==> src/rtl/if_fetch_stage_if.sv <==
// Bundle of the fetch stage's hazard inputs, instruction-memory port and
// IF/ID outputs. The fetch stage connects through the master modport; the
// pipeline/memory environment connects through the slave modport.
interface if_fetch_stage_if #(
  parameter int DATA_WIDTH = 32
);
  // Hazard unit / EXE controls
  logic                  stall;
  logic                  flush;
  logic                  redirect_valid;
  logic [DATA_WIDTH-1:0] redirect_pc;
  // Instruction memory port
  logic [DATA_WIDTH-1:0] im_addr;
  logic                  im_oe;
  logic [DATA_WIDTH-1:0] im_rdata;
  // IF/ID register towards decode
  logic [DATA_WIDTH-1:0] id_pc;
  logic [DATA_WIDTH-1:0] id_instr;
  logic                  id_valid;
  logic [DATA_WIDTH-1:0] fetch_cnt;

  modport master (
    input  stall, flush, redirect_valid, redirect_pc, im_rdata,
    output im_addr, im_oe, id_pc, id_instr, id_valid, fetch_cnt
  );

  modport slave (
    output stall, flush, redirect_valid, redirect_pc, im_rdata,
    input  im_addr, im_oe, id_pc, id_instr, id_valid, fetch_cnt
  );
endinterface

==> src/rtl/if_fetch_stage.sv <==
// Instruction-fetch stage with IF/ID pipeline register.
// Owns the PC, addresses a synchronous-read instruction memory with the
// next PC so the returned word lines up with the PC register, and applies
// load-use stall, IF/ID flush and branch/jump redirect. A one-cycle BOOT
// state after reset covers the first memory read, whose data is untrusted.
module if_fetch_stage #(
  parameter int                    DATA_WIDTH = 32,
  parameter logic [DATA_WIDTH-1:0] RESET_PC   = 32'h0000_0000,
  parameter logic [DATA_WIDTH-1:0] NOP_INSTR  = 32'h0000_0013
) (
  input logic               clk,
  input logic               rst,
  if_fetch_stage_if.master  bus
);

  localparam logic [DATA_WIDTH-1:0] PC_STEP  = DATA_WIDTH'(4);
  localparam logic [DATA_WIDTH-1:0] CNT_STEP = DATA_WIDTH'(1);

  typedef enum logic [0:0] {
    BOOT = 1'b0,
    RUN  = 1'b1
  } state_t;

  state_t                state_reg;
  logic [DATA_WIDTH-1:0] pc_reg;
  logic [DATA_WIDTH-1:0] pc_next;
  logic [DATA_WIDTH-1:0] id_pc_reg;
  logic [DATA_WIDTH-1:0] id_instr_reg;
  logic                  id_valid_reg;
  logic [DATA_WIDTH-1:0] fetch_cnt_reg;

  // Next-PC select: reset vector during reset, hold in BOOT, then
  // redirect (word-aligned) over stall over sequential increment.
  always_comb begin
    pc_next = pc_reg;
    if (rst) begin
      pc_next = RESET_PC;
    end else if (state_reg == RUN) begin
      if (bus.redirect_valid) begin
        pc_next = {bus.redirect_pc[DATA_WIDTH-1:2], 2'b00};
      end else if (bus.stall) begin
        pc_next = pc_reg;
      end else begin
        pc_next = pc_reg + PC_STEP;
      end
    end
  end

  // FSM, PC register, IF/ID register and delivered-instruction counter.
  // In RUN a redirect or flush squashes IF/ID even when stalled; a stall
  // alone freezes IF/ID; otherwise the word for pc_reg is captured.
  always_ff @(posedge clk) begin
    if (rst) begin
      state_reg     <= BOOT;
      pc_reg        <= RESET_PC;
      id_pc_reg     <= '0;
      id_instr_reg  <= NOP_INSTR;
      id_valid_reg  <= 1'b0;
      fetch_cnt_reg <= '0;
    end else begin
      pc_reg <= pc_next;
      case (state_reg)
        BOOT: begin
          state_reg    <= RUN;
          id_pc_reg    <= '0;
          id_instr_reg <= NOP_INSTR;
          id_valid_reg <= 1'b0;
        end
        RUN: begin
          if (bus.redirect_valid || bus.flush) begin
            id_pc_reg    <= '0;
            id_instr_reg <= NOP_INSTR;
            id_valid_reg <= 1'b0;
          end else if (!bus.stall) begin
            id_pc_reg     <= pc_reg;
            id_instr_reg  <= bus.im_rdata;
            id_valid_reg  <= 1'b1;
            fetch_cnt_reg <= fetch_cnt_reg + CNT_STEP;
          end
        end
        default: begin
          state_reg <= BOOT;
        end
      endcase
    end
  end

  // The memory samples the address at the edge, so it is fed pc_next.
  assign bus.im_addr   = pc_next;
  assign bus.im_oe     = !rst;
  assign bus.id_pc     = id_pc_reg;
  assign bus.id_instr  = id_instr_reg;
  assign bus.id_valid  = id_valid_reg;
  assign bus.fetch_cnt = fetch_cnt_reg;

endmodule

==> src/flat_wrapper.sv <==
// flat-port wrapper written by rule: the top's interface ports become plain ports
module if_fetch_stage_flat 
#(
  parameter int                    DATA_WIDTH = 32,
  parameter logic [DATA_WIDTH-1:0] RESET_PC   = 32'h0000_0000,
  parameter logic [DATA_WIDTH-1:0] NOP_INSTR  = 32'h0000_0013
)
  (clk, rst, bus_stall, bus_flush, bus_redirect_valid, bus_redirect_pc, bus_im_rdata, bus_im_addr, bus_im_oe, bus_id_pc, bus_id_instr, bus_id_valid, bus_fetch_cnt);
  if_fetch_stage_if #(.DATA_WIDTH(DATA_WIDTH)) bus_i ();
  input logic clk;
  input logic rst;
  input wire logic [$bits(bus_i.stall)-1:0] bus_stall;
  input wire logic [$bits(bus_i.flush)-1:0] bus_flush;
  input wire logic [$bits(bus_i.redirect_valid)-1:0] bus_redirect_valid;
  input wire logic [$bits(bus_i.redirect_pc)-1:0] bus_redirect_pc;
  input wire logic [$bits(bus_i.im_rdata)-1:0] bus_im_rdata;
  output wire logic [$bits(bus_i.im_addr)-1:0] bus_im_addr;
  output wire logic [$bits(bus_i.im_oe)-1:0] bus_im_oe;
  output wire logic [$bits(bus_i.id_pc)-1:0] bus_id_pc;
  output wire logic [$bits(bus_i.id_instr)-1:0] bus_id_instr;
  output wire logic [$bits(bus_i.id_valid)-1:0] bus_id_valid;
  output wire logic [$bits(bus_i.fetch_cnt)-1:0] bus_fetch_cnt;
  assign bus_i.stall = bus_stall;
  assign bus_i.flush = bus_flush;
  assign bus_i.redirect_valid = bus_redirect_valid;
  assign bus_i.redirect_pc = bus_redirect_pc;
  assign bus_i.im_rdata = bus_im_rdata;
  assign bus_im_addr = bus_i.im_addr;
  assign bus_im_oe = bus_i.im_oe;
  assign bus_id_pc = bus_i.id_pc;
  assign bus_id_instr = bus_i.id_instr;
  assign bus_id_valid = bus_i.id_valid;
  assign bus_fetch_cnt = bus_i.fetch_cnt;
  if_fetch_stage #(.DATA_WIDTH(DATA_WIDTH), .RESET_PC(RESET_PC), .NOP_INSTR(NOP_INSTR)) u_core (.clk(clk), .rst(rst), .bus(bus_i));
endmodule
==> config.mk <==
export PLATFORM = sky130hd
export DESIGN_NAME = if_fetch_stage_flat
export DESIGN_NICKNAME = d
export VERILOG_FILES = /design/src/rtl/if_fetch_stage_if.sv /design/src/rtl/if_fetch_stage.sv /design/src/flat_wrapper.sv
export SDC_FILE = /design/constraint.sdc
export NUM_CORES = 1
export LEC_CHECK = 0
export CORE_ASPECT_RATIO = 2
export CORE_MARGIN = 2
export CORE_UTILIZATION = 48
export CTS_BUF_LIST = sky130_fd_sc_hd__clkbuf_2 sky130_fd_sc_hd__clkbuf_4 sky130_fd_sc_hd__clkbuf_8
export DETAILED_ROUTE_END_ITERATION = 10
export HOLD_SLACK_MARGIN = 0.05
export PLACE_DENSITY_LB_ADDON = 0.12
export SLEW_MARGIN = 5
export SYNTH_ARGS = -nofsm -noshare
export SYNTH_HDL_FRONTEND = slang
export SYNTH_SLANG_ARGS = --single-unit
==> constraint.sdc <==
create_clock -name clk -period 3.5 [get_ports clk]
set_input_delay 0.7 -clock clk [delete_from_list [all_inputs] [get_ports clk]]
set_output_delay 0.7 -clock clk [all_outputs]
set_load 0.05 [all_outputs]
==> impl_metrics.env <==
export IMPL_worstMarginPinSlew_ns=0.9901
export IMPL_max_stage_delay_ns=0.57
export IMPL_syn_inst=676
export IMPL_globalRouteTotalUtil_pct=26.51
export IMPL_cts_root_buf="clkbuf_8"
export IMPL_wl_um=18450
export IMPL_num_rows=58
export IMPL_viasPerCell=5.745
export IMPL_crit_end="bus_im_addr[22]"
export IMPL_drc=0
export IMPL_status="finished, final reports clean"
export IMPL_holdWs_ns=0.4508
export IMPL_die_w_um=83.67
export IMPL_drtIter0Drc=270
export IMPL_grt_use_met1_pct=26.20
export IMPL_leakagePower_nw=3.304
export IMPL_layout_commonest_cell="clkdlybuf4s50_1"
export IMPL_place_gp_congestion=0.8567
export IMPL_async_flop_share_pct=0
export IMPL_cpMostUsedCell="or4_4"
export IMPL_cp_slowest_cell="or4_4"
export IMPL_antenna_found_initial=1
export IMPL_pin_count=199
export IMPL_fin_crit_sh_pct=98.18
export IMPL_grt_busiest_layer="met2"
export IMPL_grt_pass1_vias=5965
export IMPL_io_buffers=196
export IMPL_cp_required_ns=2.80
export IMPL_syn_avg_cell_area_um2=9.014
export IMPL_cts_hold_buffers=0
export IMPL_worst_r2r_path_depth=6
export IMPL_dp_final_hpwl_um=13540
export IMPL_cts_made_buffers=17
export IMPL_final_setup_viol_count=0
export IMPL_synthFlopType="dfxtp_1"
export IMPL_synthesis_area_um2=6093
export IMPL_postLayoutCoreUtil_pct=72.02
export IMPL_cp_max_fo=6
export IMPL_maxSlewViolCount=0
export IMPL_min_period_ns=3.436
export IMPL_htree_levels=4
export IMPL_die_height_um=163.3
export IMPL_insertion_delay_ns=0.44
export IMPL_skew_ns=0.01122
export IMPL_r2r_start="u_core.state_reg$_DFF_P_"
export IMPL_area_delta_synth_final_pct=47.54
export IMPL_register_area_um2=2605
export IMPL_floorplan_die_area_um2=13670
export IMPL_timing_critical_path_arrival_ns=2.74
export IMPL_total_power_mw=3.593
export IMPL_criticalPathCategory="reg -> out"
export IMPL_synth_warning_count=0
export IMPL_setup_tns_ns=0
export IMPL_use_met3_pct=6.923
export IMPL_multi_input_comb_area_um2=3257
export IMPL_hold_viol=0
export IMPL_gr_total_overflow=0
export IMPL_synth_seq_area_share_pct=42.71
export IMPL_cellPowerDensity_nw_per_um2=399.7
export IMPL_fmax_ghz=0.2910
export IMPL_cts_tree="yes"
export IMPL_drive_above_1_share_pct=14.81
export IMPL_grt_pass1_wl_um=29330
export IMPL_drtPass1Iterations=5
export IMPL_syn_num_nets=747
export IMPL_grt_use_met2_pct=49.93
export IMPL_grt_max_degree=56
export IMPL_clock_sinks=130
export IMPL_ant_nets=0
export IMPL_r2r_end="u_core.bus.fetch_cnt[27]$_SDFFE_PP0P_"
export IMPL_hold_class="reg -> reg"
export IMPL_path_clk_slew_ns=0.07
export IMPL_final_cells=1029
export IMPL_synth_seq_cells=130
export IMPL_vias=5912
export IMPL_crit_chain="ha_1 -> nand4b_1 -> or4_4 -> or4_4 -> o21ai_2 -> a32o_2 -> buf_12"
export IMPL_worst_ir_drop_vdd_uv=380.0
export IMPL_max_slew_margin_pct=33.75
export IMPL_initial_core_util_pct=48.82
export IMPL_final_cell_mix="161 x clkdlybuf4s50_1, 128 x dfxtp_1, 115 x nor2_1"
export IMPL_cts_max_path_buffers=2
export IMPL_start_kind="flop"
export IMPL_r2r_slack_ns=1.02
export IMPL_rsz0062_at_grt="no"
export IMPL_n_fill_cell=979
export IMPL_critPathCaptureType="output pin"
export IMPL_synth_edf_count=0
export IMPL_dp_cells=994
export IMPL_crit_start="u_core.pc_reg[2]$_SDFF_PP0_"
export IMPL_cap_violations=0
export IMPL_layout_nets=936
export IMPL_synthDistinctLibCells=64
export IMPL_core_um2=12480
export IMPL_wl_per_cell_um=17.93
## worst max-delay path: cells and delay by family, from the launching register on
family                     cells  cell delay (ns)
AOI/OAI and AO/OA              2             0.36
adders and majority gates      1             0.22
DFF                            1             0.39
and+or+nand+nor                3             1.18
buffers and inverters          1             0.15
## cells by family after synthesis
logic type               after synthesis  share of synthesized area [%]
adder cells (fa/ha/maj)                2                         0.4106
XOR/XNOR                              27                          3.881
flip-flops                           130                          42.71
buffers and inverters                 67                          4.538
AND/OR/NAND/NOR                      263                          23.70
multiplexers                          66                          10.84
AO/OA/AOI/OAI                        121                          13.92
## power breakdown
group          switching (mW)  internal [mW]  leakage [nW]  total [mW]
clock                   0.608          0.961         0.245        1.57
sequential             0.0381           1.50          1.05        1.54
combinational           0.259          0.222          2.01       0.481
## final cells by class
type	instances	area share, %
diodes	1	0.02784
clock buffers	20	2.923
clock inverters	12	2.533
inverters	18	0.7516
multi-input cells	479	36.23
flip-flops and latches	130	28.98
well taps	150	2.088
repair buffers	219	26.47
## worst min path at each step
stage / start / end / slack (ns) / cells past startpoint
CTS: u_core.bus.id_valid$_SDFFE_PP0P_ / u_core.bus.id_valid$_SDFFE_PP0P_ / 0.45 / 2
detailed placement: u_core.bus.id_valid$_SDFFE_PP0P_ / u_core.bus.id_valid$_SDFFE_PP0P_ / 0.44 / 2
global route: u_core.bus.id_valid$_SDFFE_PP0P_ / u_core.bus.id_valid$_SDFFE_PP0P_ / 0.48 / 2
finish: u_core.bus.id_valid$_SDFFE_PP0P_ / u_core.bus.id_valid$_SDFFE_PP0P_ / 0.45 / 2
floorplan: u_core.pc_reg[0]$_SDFF_PP0_ / u_core.pc_reg[0]$_SDFF_PP0_ / 0.46 / 1
global placement: u_core.bus.id_valid$_SDFFE_PP0P_ / u_core.bus.id_valid$_SDFFE_PP0P_ / 0.44 / 2
## timing repair
action                                 CTS  global route
gates resized for setup                  1             4
pin swaps                                0             1
setup endpoints to repair                1             9
endpoints found under the hold margin    0             0
setup buffers                            1             1
## through the flow
stage / instance area, µm² / worst slack (ns)
after CTS: 8966 / 0.02180
after detailed placement: 8467 / 0.1395
after floorplan: 6122 / 0.05061
after global placement: 8467 / 0.1708
final: 8990 / 0.06375
after global routing: 8990 / 0.02197
## layer usage
layer	vias up	share of wire [%]
met2	236	54
met1	2790	35
met3	69	6.2
met4	0	4.3
met5	-	0
li1	2817	-
## synthesized netlist by cell type (all sizes together) (11+ instances only)
cell	number	area (µm²)
clkbuf	35	131.4
nor2	116	435.4
dfxtp	130	2603
or3	12	75.07
mux2i	66	660.6
nand3	25	130.1
nand4	15	127.6
nor3	18	155.1
o21ai	24	123.9
inv	17	63.81
xnor2	22	192.7
nand2	27	101.4
a32o	11	112.6
buf	14	77.57
a21oi	23	115.1
Power figures use the tool's default switching activity.
